### src/rtl/alu_pkg.sv
// rtl/alu_pkg.sv - shared opcodes, issue FSM state type and command record for the ALU issue path
package alu_pkg;

   localparam int ALU_WIDTH = 4;
   localparam int ALU_OP_W  = 3;

   localparam logic [ALU_OP_W-1:0] OP_ADD = 3'b000;
   localparam logic [ALU_OP_W-1:0] OP_SUB = 3'b001;
   localparam logic [ALU_OP_W-1:0] OP_NOT = 3'b010;
   localparam logic [ALU_OP_W-1:0] OP_AND = 3'b011;
   localparam logic [ALU_OP_W-1:0] OP_OR  = 3'b100;
   localparam logic [ALU_OP_W-1:0] OP_XOR = 3'b101;
   localparam logic [ALU_OP_W-1:0] OP_LT  = 3'b110;
   localparam logic [ALU_OP_W-1:0] OP_EQ  = 3'b111;

   typedef enum logic [1:0] {
      IDLE    = 2'd0,
      WAIT    = 2'd1,
      CAPTURE = 2'd2,
      HOLD    = 2'd3
   } issue_state_t;

   typedef struct packed {
      logic [ALU_OP_W-1:0]  op;
      logic [ALU_WIDTH-1:0] a;
      logic [ALU_WIDTH-1:0] b;
   } alu_cmd_t;

endpackage

### src/rtl/alu_issue_ctrl_if.sv
// rtl/alu_issue_ctrl_if.sv - command, ALU operand/result and response signals of the issue controller
interface alu_issue_ctrl_if #(
   parameter int WIDTH = 4,
   parameter int OP_W  = 3
);
   logic             cmd_valid;
   logic             cmd_ready;
   logic [OP_W-1:0]  cmd_op;
   logic [WIDTH-1:0] cmd_a;
   logic [WIDTH-1:0] cmd_b;

   logic [OP_W-1:0]  alu_op;
   logic [WIDTH-1:0] alu_a;
   logic [WIDTH-1:0] alu_b;
   logic [WIDTH-1:0] alu_result;
   logic             alu_flag;

   logic             rsp_valid;
   logic             rsp_ready;
   logic [WIDTH-1:0] rsp_result;
   logic             rsp_flag;

   // master is the issue controller; slave is the surrounding command source, ALU and consumer
   modport master (
      input  cmd_valid, cmd_op, cmd_a, cmd_b,
      output cmd_ready,
      output alu_op, alu_a, alu_b,
      input  alu_result, alu_flag,
      output rsp_valid, rsp_result, rsp_flag,
      input  rsp_ready
   );

   modport slave (
      output cmd_valid, cmd_op, cmd_a, cmd_b,
      input  cmd_ready,
      input  alu_op, alu_a, alu_b,
      output alu_result, alu_flag,
      input  rsp_valid, rsp_result, rsp_flag,
      output rsp_ready
   );
endinterface

### src/rtl/alu_cmd_fifo.sv
// rtl/alu_cmd_fifo.sv - synchronous FIFO for pending ALU commands, extra pointer MSB tells full from empty
module alu_cmd_fifo #(
   parameter int DATA_W = 11,
   parameter int DEPTH  = 4
) (
   input  logic              clk,
   input  logic              rst_n,
   input  logic              push,
   input  logic [DATA_W-1:0] din,
   input  logic              pop,
   output logic [DATA_W-1:0] dout,
   output logic              full,
   output logic              empty
);
   localparam int AW = $clog2(DEPTH);

   logic [AW:0]       wr_ptr;
   logic [AW:0]       rd_ptr;
   logic [DATA_W-1:0] mem [DEPTH];
   logic              do_push;
   logic              do_pop;

   assign full    = (wr_ptr[AW] != rd_ptr[AW]) && (wr_ptr[AW-1:0] == rd_ptr[AW-1:0]);
   assign empty   = (wr_ptr == rd_ptr);
   assign do_push = push && !full;
   assign do_pop  = pop && !empty;
   assign dout    = mem[rd_ptr[AW-1:0]];

   always_ff @(posedge clk or negedge rst_n) begin
      if (!rst_n) begin
         wr_ptr <= '0;
         rd_ptr <= '0;
      end else begin
         if (do_push) wr_ptr <= wr_ptr + 1'b1;
         if (do_pop)  rd_ptr <= rd_ptr + 1'b1;
      end
   end

   always_ff @(posedge clk) begin
      if (do_push) mem[wr_ptr[AW-1:0]] <= din;
   end
endmodule

### src/rtl/alu_issue_ctrl.sv
// rtl/alu_issue_ctrl.sv - buffers ALU commands, issues one at a time, waits ALU_LAT, returns responses in order
// Optional ALU_ISSUE_STATS_EN adds stat_issued (wrapping) and stat_stall (saturating) counters.
module alu_issue_ctrl
   import alu_pkg::*;
#(
   parameter int WIDTH   = ALU_WIDTH,
   parameter int OP_W    = ALU_OP_W,
   parameter int DEPTH   = 4,
   parameter int ALU_LAT = 1
) (
   input  logic              clk,
   input  logic              rst_n,
   alu_issue_ctrl_if.master  bus,
   output logic              busy
`ifdef ALU_ISSUE_STATS_EN
   ,
   output logic [7:0]        stat_issued,
   output logic [7:0]        stat_stall
`endif
);
   localparam int CMD_W = OP_W + 2 * WIDTH;
   localparam int CNT_W = 3;

   issue_state_t     state, state_nxt;
   logic [CNT_W-1:0] lat_cnt, lat_cnt_nxt;
   logic             issue;
   logic             capture;
   logic             rsp_clear;
   logic             out_of_reset;

   logic             fifo_full;
   logic             fifo_empty;
   logic             push;
   logic [CMD_W-1:0] fifo_din;
   logic [CMD_W-1:0] fifo_dout;

   logic [OP_W-1:0]  alu_op_q;
   logic [WIDTH-1:0] alu_a_q;
   logic [WIDTH-1:0] alu_b_q;
   logic             rsp_valid_q;
   logic [WIDTH-1:0] rsp_result_q;
   logic             rsp_flag_q;

   // held low until the first clock after reset so upstream never sees ready during reset
   assign bus.cmd_ready = out_of_reset && !fifo_full;
   assign push          = bus.cmd_valid && bus.cmd_ready;
   assign fifo_din      = {bus.cmd_op, bus.cmd_a, bus.cmd_b};
   assign busy          = !fifo_empty || (state != IDLE);

   assign bus.alu_op     = alu_op_q;
   assign bus.alu_a      = alu_a_q;
   assign bus.alu_b      = alu_b_q;
   assign bus.rsp_valid  = rsp_valid_q;
   assign bus.rsp_result = rsp_result_q;
   assign bus.rsp_flag   = rsp_flag_q;

   alu_cmd_fifo #(
      .DATA_W (CMD_W),
      .DEPTH  (DEPTH)
   ) u_fifo (
      .clk   (clk),
      .rst_n (rst_n),
      .push  (push),
      .din   (fifo_din),
      .pop   (issue),
      .dout  (fifo_dout),
      .full  (fifo_full),
      .empty (fifo_empty)
   );

   always_comb begin
      state_nxt   = state;
      lat_cnt_nxt = lat_cnt;
      issue       = 1'b0;
      capture     = 1'b0;
      rsp_clear   = 1'b0;
      case (state)
         IDLE: begin
            if (!fifo_empty) begin
               issue       = 1'b1;
               lat_cnt_nxt = CNT_W'(ALU_LAT);
               state_nxt   = WAIT;
            end
         end
         WAIT: begin
            if (lat_cnt != '0) lat_cnt_nxt = lat_cnt - 1'b1;
            if (lat_cnt <= CNT_W'(1)) state_nxt = CAPTURE;
         end
         CAPTURE: begin
            capture   = 1'b1;
            state_nxt = HOLD;
         end
         HOLD: begin
            if (bus.rsp_ready) begin
               rsp_clear = 1'b1;
               // back-to-back issue keeps the ALU busy without an IDLE bubble
               if (!fifo_empty) begin
                  issue       = 1'b1;
                  lat_cnt_nxt = CNT_W'(ALU_LAT);
                  state_nxt   = WAIT;
               end else begin
                  state_nxt = IDLE;
               end
            end
         end
         default: state_nxt = IDLE;
      endcase
   end

   always_ff @(posedge clk or negedge rst_n) begin
      if (!rst_n) begin
         state        <= IDLE;
         lat_cnt      <= '0;
         out_of_reset <= 1'b0;
         alu_op_q     <= '0;
         alu_a_q      <= '0;
         alu_b_q      <= '0;
         rsp_valid_q  <= 1'b0;
         rsp_result_q <= '0;
         rsp_flag_q   <= 1'b0;
      end else begin
         state        <= state_nxt;
         lat_cnt      <= lat_cnt_nxt;
         out_of_reset <= 1'b1;
         if (issue) begin
            alu_op_q <= fifo_dout[CMD_W-1 -: OP_W];
            alu_a_q  <= fifo_dout[2*WIDTH-1 -: WIDTH];
            alu_b_q  <= fifo_dout[WIDTH-1:0];
         end
         if (capture) begin
            rsp_result_q <= bus.alu_result;
            rsp_flag_q   <= bus.alu_flag;
            rsp_valid_q  <= 1'b1;
         end else if (rsp_clear) begin
            rsp_valid_q <= 1'b0;
         end
      end
   end

`ifdef ALU_ISSUE_STATS_EN
   always_ff @(posedge clk or negedge rst_n) begin
      if (!rst_n) begin
         stat_issued <= '0;
         stat_stall  <= '0;
      end else begin
         if (issue) stat_issued <= stat_issued + 8'd1;
         if (rsp_valid_q && !bus.rsp_ready && (stat_stall != 8'hFF))
            stat_stall <= stat_stall + 8'd1;
      end
   end
`endif

endmodule

### src/flat_wrapper.sv
// flat-port wrapper written by rule: the top's interface ports become plain ports
module alu_issue_ctrl_flat import alu_pkg::*;
#(
   parameter int WIDTH   = ALU_WIDTH,
   parameter int OP_W    = ALU_OP_W,
   parameter int DEPTH   = 4,
   parameter int ALU_LAT = 1
)
  (clk, rst_n, busy, bus_cmd_valid, bus_cmd_op, bus_cmd_a, bus_cmd_b, bus_cmd_ready, bus_alu_op, bus_alu_a, bus_alu_b, bus_alu_result, bus_alu_flag, bus_rsp_valid, bus_rsp_result, bus_rsp_flag, bus_rsp_ready);
  alu_issue_ctrl_if #(.WIDTH(WIDTH), .OP_W(OP_W)) bus_i ();
  input  logic clk;
  input  logic rst_n;
  output logic busy;
  input wire logic [$bits(bus_i.cmd_valid)-1:0] bus_cmd_valid;
  input wire logic [$bits(bus_i.cmd_op)-1:0] bus_cmd_op;
  input wire logic [$bits(bus_i.cmd_a)-1:0] bus_cmd_a;
  input wire logic [$bits(bus_i.cmd_b)-1:0] bus_cmd_b;
  output wire logic [$bits(bus_i.cmd_ready)-1:0] bus_cmd_ready;
  output wire logic [$bits(bus_i.alu_op)-1:0] bus_alu_op;
  output wire logic [$bits(bus_i.alu_a)-1:0] bus_alu_a;
  output wire logic [$bits(bus_i.alu_b)-1:0] bus_alu_b;
  input wire logic [$bits(bus_i.alu_result)-1:0] bus_alu_result;
  input wire logic [$bits(bus_i.alu_flag)-1:0] bus_alu_flag;
  output wire logic [$bits(bus_i.rsp_valid)-1:0] bus_rsp_valid;
  output wire logic [$bits(bus_i.rsp_result)-1:0] bus_rsp_result;
  output wire logic [$bits(bus_i.rsp_flag)-1:0] bus_rsp_flag;
  input wire logic [$bits(bus_i.rsp_ready)-1:0] bus_rsp_ready;
  assign bus_i.cmd_valid = bus_cmd_valid;
  assign bus_i.cmd_op = bus_cmd_op;
  assign bus_i.cmd_a = bus_cmd_a;
  assign bus_i.cmd_b = bus_cmd_b;
  assign bus_cmd_ready = bus_i.cmd_ready;
  assign bus_alu_op = bus_i.alu_op;
  assign bus_alu_a = bus_i.alu_a;
  assign bus_alu_b = bus_i.alu_b;
  assign bus_i.alu_result = bus_alu_result;
  assign bus_i.alu_flag = bus_alu_flag;
  assign bus_rsp_valid = bus_i.rsp_valid;
  assign bus_rsp_result = bus_i.rsp_result;
  assign bus_rsp_flag = bus_i.rsp_flag;
  assign bus_i.rsp_ready = bus_rsp_ready;
  alu_issue_ctrl #(.WIDTH(WIDTH), .OP_W(OP_W), .DEPTH(DEPTH), .ALU_LAT(ALU_LAT)) u_core (.clk(clk), .rst_n(rst_n), .bus(bus_i), .busy(busy));
endmodule
### config.mk
export PLATFORM = sky130hd
export DESIGN_NAME = alu_issue_ctrl_flat
export DESIGN_NICKNAME = d
export VERILOG_FILES = /design/src/rtl/alu_pkg.sv /design/src/rtl/alu_issue_ctrl_if.sv /design/src/rtl/alu_cmd_fifo.sv /design/src/rtl/alu_issue_ctrl.sv /design/src/flat_wrapper.sv
export SDC_FILE = /design/constraint.sdc
export NUM_CORES = 1
export LEC_CHECK = 0
export ABC_AREA = 1
export CORE_AREA = 5 5 112 114
export CTS_BUF_LIST = sky130_fd_sc_hd__clkbuf_16
export CTS_CLUSTER_SIZE = 16
export DETAILED_ROUTE_END_ITERATION = 10
export DIE_AREA = 0 0 117 119
export PLACE_DENSITY_LB_ADDON = 0.12
export RECOVER_POWER = 100
export SETUP_SLACK_MARGIN = 0.4
export SLEW_MARGIN = 20
export SYNTH_ARGS = -nofsm -noshare
export SYNTH_HDL_FRONTEND = slang
export SYNTH_SLANG_ARGS = --single-unit
### constraint.sdc
create_clock -name clk -period 4.5 [get_ports clk]
set_clock_uncertainty 0.1 [all_clocks]
set_input_delay 0.675 -clock clk [delete_from_list [all_inputs] [get_ports clk]]
set_output_delay 0.675 -clock clk [all_outputs]
set_load 0.01 [all_outputs]
==> run summary, run 1 <==
• **result of the run** finished, violations left
• **violated checks** max-capacitance violations, max-slew violations
• **fraction of the mapped netlist area in simple logic gates** 16.0%
• **timing startpoint of the critical path** u_core.u_fifo.rd_ptr[0]
• **number of nets in the layout** 367
• **Min-Delay Path Class** flop to flop
• **hold_buf cts** 0
• **register bit total from synthesis** 73
• **total number of vias** 2,041
• **die boundary height** 119 microns
• **setup tns final** 0 ns
• **WP data required** 3.72 ns
• **Max Cap Viol** 1
• **Unique masters post-synth** 24
• **global-route track usage on met1** 15.0%
• **Routed wire per std cell** 13.2 microns
• **clock tree from TritonCTS** yes
• **xor-xnor portion of the synthesized cell area** 1.12%
• **slew margin rel.** -9.72%
• **relative area change from synthesis to final layout** 26.4%
• **clock root buffer master** clkbuf_16
• **WS Path Type** flop to output pin
• **remaining antenna violation count after routing** 0
• **first drt pass iteration count** 4
• **synthesized area** 3120 sq um
• **DRC violation count after routing** 0
• **synthesized area per cell** 10.8 sq um
• **nature of the critical path endpoint** output pin
• **Std-Cell Rows** 39
• **complex-gate fraction of the synthesized area** 7.26%
• **number of clock sinks** 73
• **source of the worst hold timing path** u_core.bus.rsp_result[3]
• **element type at the critical path start** flop
• **Final Core Density** 34.8%
• **setup repair bufs after CTS** 0
• **initial antenna violation count** 0
• **total power per unit cell area** 672 nW/um^2
• **number of H-tree levels** 3
• **overflow left after global routing** 0
• **transition at the pin with the smallest max-transition slack** 1.65 ns
• **final-report setup violation count** 0
• **maximum number of pins on one net before global-route repair** 30
• **number of instances in the synthesized netlist** 290
• **post-route minimum period** 3.05 ns
• **Ports** 39
• **Post-Syn Nets** 324
• **die span in x** 117 microns
• **Num CTS Buffers** 9
• **grt met3 use** 3.04%
• **RSZ-0062 raised after global routing** false
• **half-perimeter wire length of the detailed placement result** 4540 microns
• **area of the die** 13,900 sq um
• **clock input transition at the sequential cells of the worst setup and hold paths** 0.06 ns
• **fraction of the yosys area taken by sequential cells** 65.6%
• **critical path fanouts, max** 25
• **Global Route met2 Usage** 12.9%
• **maximum ir drop on the vdd rail** 0.213 mV
• **hold violation count in the final report** 0
• **Iter 0 DRT Violations** 130
• **Placer Congestion** 0.740
• **clock tree buffer depth** 2
• **vias in the first global route** 2,020
• **adder-cell area share of the yosys netlist** 5.62%
• **via-per-instance ratio** 4.24
• **source-to-sink clock delay at the later pin of the worst-skew pair** 0.33 ns
• **effective utilization at floorplan** 27.6%
• **total of cells resized after clock tree synthesis** 0
• **share of cells above drive strength 1** 5.62%
• **combinational family with the most area after synthesis** simple AND/OR/NAND/NOR gates
• **maximum clock rate** 328 MHz
• **GRT Max-Usage Layer** met1
• **portion of netlist area occupied by mux cells** 0%
• **Worst R2R Start** u_core.u_fifo.rd_ptr[1]
• **final worst-path cycle share** 67.7%
• **global router's overall resource usage** 10.1%
• **global-route wire length before repair** 10,700 microns
• **area of the core** 11,300 sq um
• **Slew Limit Fails** 30
• **number of synthesis warnings** 0
• **I/O Buffers** 38
• **leakage power** 1.65 nW
• **antenna fix cells** 0
• **routed wire length** 6370 microns
• **Data arrival, critical path** 2.27 ns
-- layout by cell type (no fill, tap or decap) --
| cell type | Yosys | final |
|---|---|---|
| dlygate4sd3_1 | 0 | 31 |
| ha_1 | 14 | 14 |
| dfrtp_1 | 29 | 29 |
| conb_1 | 1 | 1 |
| clkbuf_16 | 0 | 9 |
| clkinvlp_4 | 0 | 1 |
| nand2_1 | 81 | 82 |
| a21oi_1 | 2 | 2 |
| xnor2_1 | 2 | 2 |
| inv_8 | 0 | 1 |
| inv_2 | 2 | 1 |
| and3_1 | 1 | 1 |
| xor2_1 | 2 | 2 |
| nand2_2 | 1 | 1 |
| inv_1 | 23 | 24 |
| nand3_1 | 6 | 8 |
| clkdlybuf4s50_1 | 0 | 7 |
| clkbuf_1 | 6 | 1 |
| inv_6 | 0 | 3 |
| o21ai_0 | 26 | 28 |
| clkinv_4 | 0 | 1 |
| bufinv_16 | 0 | 1 |
| nand4_1 | 2 | 2 |
| buf_4 | 0 | 1 |
| edfxtp_1 | 44 | 44 |
| o211ai_1 | 1 | 1 |
| o22ai_1 | 11 | 11 |
| nor2_1 | 29 | 29 |
-- area by class of cell --
| type | instances | area (sq um) |
|---|---|---|
| sequential | 73 | 2050 |
| timing repair buffer | 40 | 392 |
| clock buffer | 9 | 225 |
| multi-input combinational | 184 | 922 |
| inverter | 25 | 93.8 |
| clock inverter | 7 | 83.8 |
| tap | 143 | 179 |
| fill | 1134 | 7380 |
-- worst max-delay path, cell delays in order (launching register included) --
cell and delay [ns]:
dfrtp_1 0.36, buf_4 0.20, inv_2 0.28, nand2_1 0.11, nand2_2 0.10, nand4_1 0.20
dlygate4sd3_1 0.67
-- logic make-up after synthesis --
logic type | after synthesis
other cells | 1
flops | 73
compound gates | 42
xor+xnor | 4
simple gates | 123
buf+inv | 33
fa+ha+maj | 14
-- sequential cells by signal (all words and copies together) (netlist names), 2 cells and up --
name	flops
u_core.bus.alu_op	3
u_core.u_fifo.rd_ptr	3
u_core.bus.rsp_result	4
u_core.bus.alu_a	4
u_core.state	2
u_core.u_fifo.wr_ptr	3
u_core.lat_cnt	3
u_core.u_fifo.mem	44
u_core.bus.alu_b	4
-- worst paths after layout --
path	end	slack, ns	depth (start not counted)
min in group asynchronous	u_core.lat_cnt[2]	1.19	2
max in group asynchronous	u_core.bus.rsp_result[0]	2.15	2
worst min-delay path	u_core.bus.rsp_result[3]	0.36	2
worst min register to register	u_core.bus.rsp_result[3]	0.36	2
worst max register to register	u_core.u_fifo.mem[0][1]	1.83	6
worst max-delay path	busy	1.45	6
-- metal layers --
metal  part of all wire (%)  wire (microns)
met1                     52            3310
met2                     39            2490
met3                    6.2             396
met4                    2.7             170
met5                      0               0
-- cells in the mapped netlist --
cell      count  area share [%]
o21ai_0      26             4.2
nand2_2       1            0.20
clkbuf_1      6            0.72
nand2_1      81             9.7
inv_2         2            0.24
o22ai_1      11             2.2
nand2_4       1            0.36
conb_1        1            0.12
a21oi_1       2            0.32
o211ai_1      1            0.24
edfxtp_1     44              42
nand4_1       2            0.40
nor2_1       29             3.5
buf_6         1            0.36
inv_1        23             2.8
ha_1         14             5.6
nand3_1       6            0.96
and3_1        1            0.20
dfrtp_1      29              23
o21ai_1       2            0.32
buf_2         1            0.16
xnor2_1       2            0.56
nand3_2       2            0.64
xor2_1        2            0.56
-- per-stage QoR --
step	power (mW)	cell area (sq um)	hold slack, ns	setup WS [ns]	instances
6_report	2.65	3940	0.361	1.45	481
5_1_grt	2.89	3940	0.391	1.29	481
4_1_cts	2.75	3960	0.374	1.50	481
3_5_place_dp	1.99	3650	0.358	1.84	465
3_3_place_gp	2.00	3650	0.356	1.91	465
2_1_floorplan	1.65	3120	0.279	2.63	290
-- power by group --
part	switching, mW	leakage [nW]	total, mW	internal, mW
clock	0.297	0.149	0.737	0.440
sequential	0.100	0.753	0.986	0.886
combinational	0.561	0.746	0.925	0.364
Power figures use the tool's default switching activity.
==> run 2, diff against run 1 <==
Clock period 4.5 ns to 2.59 ns, I/O delays scaled along.
==> run summary, run 2 (synthesized netlist as in run 1, its figures left out) <==
• **result of the run** completed
• **clock tree from TritonCTS** yes
• **global-route wire length before repair** 11,000 microns
• **global-route track usage on met1** 14.6%
• **transition at the pin with the smallest max-transition slack** 0.502 ns
• **slew margin rel.** 66.4%
• **clock input transition at the sequential cells of the worst setup and hold paths** 0.06 ns
• **timing startpoint of the critical path** u_core.u_fifo.rd_ptr[1]
• **hold violation count in the final report** 0
• **final hold slack** 0.366 ns
• **final-report setup violation count** 0
• **Final Core Density** 35.6%
• **Std-Cell Rows** 39
• **total power per unit cell area** 1170 nW/um^2
• **I/O Buffers** 38
• **number of nets in the layout** 379
• **area of the die** 13,900 sq um
• **number of flip-flops in the largest register** 44
• **maximum number of pins on one net before global-route repair** 30
• **r2r setup slk** 0.53 ns
• **CP endpoint** busy
• **post-route minimum period** 2.09 ns
• **source-to-sink clock delay at the later pin of the worst-skew pair** 0.32 ns
• **relative area change from synthesis to final layout** 29.0%
• **number of H-tree levels** 3
• **share of cells above drive strength 1** 9.71%
• **setup tns final** 0 ns
• **Worst R2R Start** u_core.u_fifo.rd_ptr[1]
• **total area of multi-input combinational cells** 930 sq um
• **area occupied by registers** 2050 sq um
• **Data arrival, critical path** 1.60 ns
• **effective utilization at floorplan** 27.6%
• **source of the worst hold timing path** u_core.bus.rsp_flag
• **Routed wire per std cell** 13.2 microns
• **critical path fanouts, max** 8
• **WS Path Type** flop to output pin
• **Tot Pwr** 4.69 mW
• **Num CTS Buffers** 9
• **final worst-path cycle share** 80.6%
• **die boundary height** 119 microns
• **Slew Limit Fails** 0
• **vias in the first global route** 2,070
• **commonest cells after routing, fill and taps aside** nand2_1 (81), edfxtp_1 (44), nor2_1 (29), dlygate4sd3_1 (29), dfrtp_1 (29)
• **area of the core** 11,300 sq um
• **antenna fix cells** 0
• **number of clock sinks** 73
• **final std cell area, no fill** 4030 sq um
• **clock tree buffer depth** 2
• **initial antenna violation count** 0
• **Ports** 39
• **worst reg2reg endpoint** u_core.u_fifo.mem[0][10]
• **clock root buffer master** clkbuf_16
• **half-perimeter wire length of the detailed placement result** 4460 microns
• **global router's overall resource usage** 10.1%
• **total cell area at the placement stage** 3720 sq um
• **grt met3 use** 1.98%
• **WP data required** 2.10 ns
• **Iter 0 DRT Violations** 93
• **maximum clock rate** 479 MHz
• **RSZ-0062 raised after global routing** false
• **Filler Cells Inserted** 1,138
• **Max Cap Viol** 0
• **nature of the critical path endpoint** output pin
• **total number of vias** 2,086
• **number of cell instances on the worst register-to-register path** 7
• **most common cell after layout, fill and taps aside** nand2_1
• **DRC violation count after routing** 0
• **maximum ir drop on the vdd rail** 0.437 mV
• **Global Route met2 Usage** 15.0%
• **element type at the critical path start** flop
• **remaining antenna violation count after routing** 0
• **die span in x** 117 microns
• **Min-Delay Path Class** flop to flop
• **first drt pass iteration count** 4
• **overflow left after global routing** 0
• **leakage power** 1.71 nW
• **routed wire length** 6530 microns
• **Placer Congestion** 0.734
• **GRT Max-Usage Layer** met2
• **via-per-instance ratio** 4.23
[run 2: changes by cell type in the layout (fill, tap and decap cells not counted), moves of 2 or more]
cell and delta:
o21ai_0 -2, inv_6 -3, clkbuf_2 +2, inv_2 +2, dlygate4sd3_1 -2, buf_4 +10
o21ai_1 +2, clkinv_4 +2
[run 2: worst min path at each step]
stage	depth (start not counted)	slack, ns	endpoint
floorplan	0	-0.007	u_core.bus.alu_a[0]
global placement	2	0.35	u_core.bus.rsp_flag
detailed placement	2	0.36	u_core.bus.rsp_flag
CTS	2	0.37	u_core.lat_cnt[2]
global route	2	0.40	u_core.bus.alu_b[0]
finish	2	0.37	u_core.bus.rsp_flag
[run 2: metal layers]
layer | vias to the layer above | wire [microns]
met5 | - | 0
met4 | 0 | 117
met3 | 9 | 284
met2 | 37 | 2830
met1 | 970 | 3290
li1 | 1070 | -
[run 2: worst max-delay path: stages (launching register included)]
cell and delay [ns]:
dfrtp_1 0.46, inv_1 0.10, nand2_1 0.05, nand2_1 0.12, nand4_1 0.20, dlygate4sd2_1 0.34
[run 2: per-stage QoR]
stage	setup WS (ns)	cells
final	0.502	493
after floorplan	0.716	290
after detailed placement	0.565	474
after global routing	0.273	493
after global placement	0.592	474
after CTS	0.253	490
[run 2: report_power, final]
group | switching (mW) | total, mW | internal [mW]
Combinational | 1.07 | 1.77 | 0.703
Sequential | 0.170 | 1.71 | 1.54
Clock | 0.471 | 1.22 | 0.745
[run 2: repair_timing]
action,4_1_cts,5_1_grt
resized for setup,2,5
pin swaps,0,1
setup endpoints to repair,2,2
buffers inserted,0,3
hold buffers,0,0
[run 2: cell type report]
| class | count | area share (%) |
|---|---|---|
| Clock buffer | 9 | 5.60 |
| Timing Repair Buffer | 52 | 11.9 |
| Clock inverter | 7 | 1.80 |
| Multi-Input combinational cell | 184 | 23.1 |
| Tap cell | 143 | 4.45 |
| Sequential cell | 73 | 50.9 |
| Inverter | 25 | 2.33 |
==> run 3, diff against run 2 <==
Clock period 2.59 ns to 1.8 ns, I/O delays scaled along.
==> run summary, run 3 (synthesized netlist as in run 1, its figures left out) <==
• **global-route wire length before repair** 11,700 microns
• **slew margin rel.** 49.3%
• **maximum ir drop on the vdd rail** 0.773 mV
• **WP data required** 1.93 ns
• **leakage power** 1.88 nW
• **RSZ-0062 raised after global routing** true
• **final-report setup violation count** 0
• **clock input transition at the sequential cells of the worst setup and hold paths** 0.06 ns
• **Placer Congestion** 0.728
• **WS Path Type** flop to flop
• **half-perimeter wire length of the detailed placement result** 4520 microns
• **global router's overall resource usage** 11.0%
• **maximum clock rate** 593 MHz
• **final std cell area, no fill** 4480 sq um
• **remaining antenna violation count after routing** 0
• **longest individual stage delay on the worst path** 0.37 ns
• **maximum number of pins on one net before global-route repair** 30
• **worst path cell trace** clkbuf_1 > buf_6 > ha_4 > nand2_4 > a21oi_4 > nand2_8 > clkbuf_2 > nand2_1 > nand2_2
• **clock tree buffer depth** 2
• **final worst-path cycle share** 93.7%
• **vias in the first global route** 2,241
• **clock tree from TritonCTS** yes
• **source of the worst hold timing path** u_core.bus.alu_a[3]
• **via-per-instance ratio** 4.30
• **clock root buffer master** clkbuf_16
• **first drt pass iteration count** 4
• **worst reg2reg endpoint** u_core.bus.alu_b[2]
• **min setup slack post-route** 0.114 ns
• **number of H-tree levels** 3
• **total area of multi-input combinational cells** 1120 sq um
• **Routed wire per std cell** 13.8 microns
• **Std-Cell Rows** 39
• **Top Family by Delay on Critical Path** buffers and inverters
• **area occupied by registers** 2050 sq um
• **worst slack after detailed placement** 0.0897 ns
• **die span in x** 117 microns
• **most common cell after layout, fill and taps aside** nand2_1
• **hold_buf cts** 0
• **Worst Hold Depth** 2
• **Critical path buffers and inverters** 3
• **overflow left after global routing** 0
• **DRC violation count after routing** 0
• **Ports** 39
• **relative area change from synthesis to final layout** 43.6%
• **number of clock sinks** 73
• **nature of the critical path endpoint** flop
• **Worst R2R Start** u_core.state[1]
• **total power per unit cell area** 1760 nW/um^2
• **Data arrival, critical path** 1.82 ns
• **result of the run** completed
• **antenna fix cells** 0
• **number of cell instances on the worst register-to-register path** 9
• **area of the core** 11,300 sq um
• **Tot Pwr** 7.88 mW
• **routed wire length** 7140 microns
• **hold violation count in the final report** 0
• **die boundary height** 119 microns
• **total number of vias** 2,228
• **critical path fanouts, max** 5
• **element type at the critical path start** flop
• **endpoint of the worst hold-timing path** u_core.bus.alu_a[3]
• **effective utilization at floorplan** 27.6%
• **number of flip-flops in the largest register** 44
• **number of nets in the layout** 404
• **Slew Limit Fails** 0
• **transition at the pin with the smallest max-transition slack** 0.761 ns
• **Num CTS Buffers** 9
• **initial antenna violation count** 0
• **commonest cells after routing, fill and taps aside** nand2_1 (59), edfxtp_1 (44), dfrtp_1 (29)
• **Iter 0 DRT Violations** 96
• **total cell area at the placement stage** 3920 sq um
• **Min-Delay Path Class** flop to flop
• **post-route minimum period** 1.69 ns
• **Crit-path slowest cell** dfrtp_1
• **share of cells above drive strength 1** 26.1%
• **I/O Buffers** 38
• **area of the die** 13,900 sq um
• **source-to-sink clock delay at the later pin of the worst-skew pair** 0.34 ns
• **r2r setup slk** 0.11 ns
• **setup tns final** 0 ns
• **Max Cap Viol** 0
• **Filler Cells Inserted** 1,097
[run 3: area by class of cell]
cell class              instances  share of cell area [%]
clock buffers                   9                    5.03
clock inverters                 7                    1.34
inverters                      25                    2.26
multi-input cells             184                    25.0
flip-flops and latches         73                    45.7
well taps                     143                    4.00
repair buffers                 76                    16.3
repair inverters                1                   0.363
[run 3: tightest hold or removal path: stages (launching register included)]
cell	delay, ns
dfrtp_1	0.33
nand2_1	0.05
nand2_1	0.04
[run 3: routing by layer]
layer  GRT usage, %  routed length, microns
met1           13.9                    3220
met2           17.4                    3390
met3           3.25                     386
met4           4.52                     140
met5              0                       0
[run 3: repair_timing]
| item | 4_1_cts | 5_1_grt |
|---|---|---|
| cloned | 2 | 0 |
| endpoints found under the hold margin | 0 | 0 |
| resized for setup | 52 | 48 |
| pin swaps | 10 | 24 |
| buffers inserted | 11 | 5 |
| endpoints found under the setup margin | 85 | 86 |
[run 3: worst max path at each step]
stage,to,slack (ns),cells past startpoint,start
floorplan,u_core.u_fifo.mem[0][0],0.22,6,u_core.u_fifo.rd_ptr[0]
detailed placement,bus_cmd_ready,0.09,8,u_core.u_fifo.wr_ptr[2]
global route,u_core.bus.alu_b[2],0.03,9,u_core.state[1]
global placement,bus_cmd_ready,0.09,8,u_core.u_fifo.rd_ptr[2]
finish,u_core.bus.alu_b[2],0.11,9,u_core.state[1]
CTS,u_core.u_fifo.mem[2][4],0.13,9,u_core.u_fifo.wr_ptr[2]
[run 3: power breakdown]
part	total [mW]	switching, mW	internal [mW]	leakage, nW
combinational	3.73	2.05	1.68	0.992
clock	1.72	0.767	0.957	0.131
sequential	2.43	0.218	2.21	0.753
total	7.88	3.04	4.84	1.88
[run 3: stage by stage]
step	hold WS (ns)	utilization [%]	std cells
final	0.363	39.6	518
after global routing	0.383	39.6	518
after CTS	0.238	38.6	513
after detailed placement	0.363	34.6	484
after global placement	0.357	34.6	484
after floorplan	-0.126	-	290
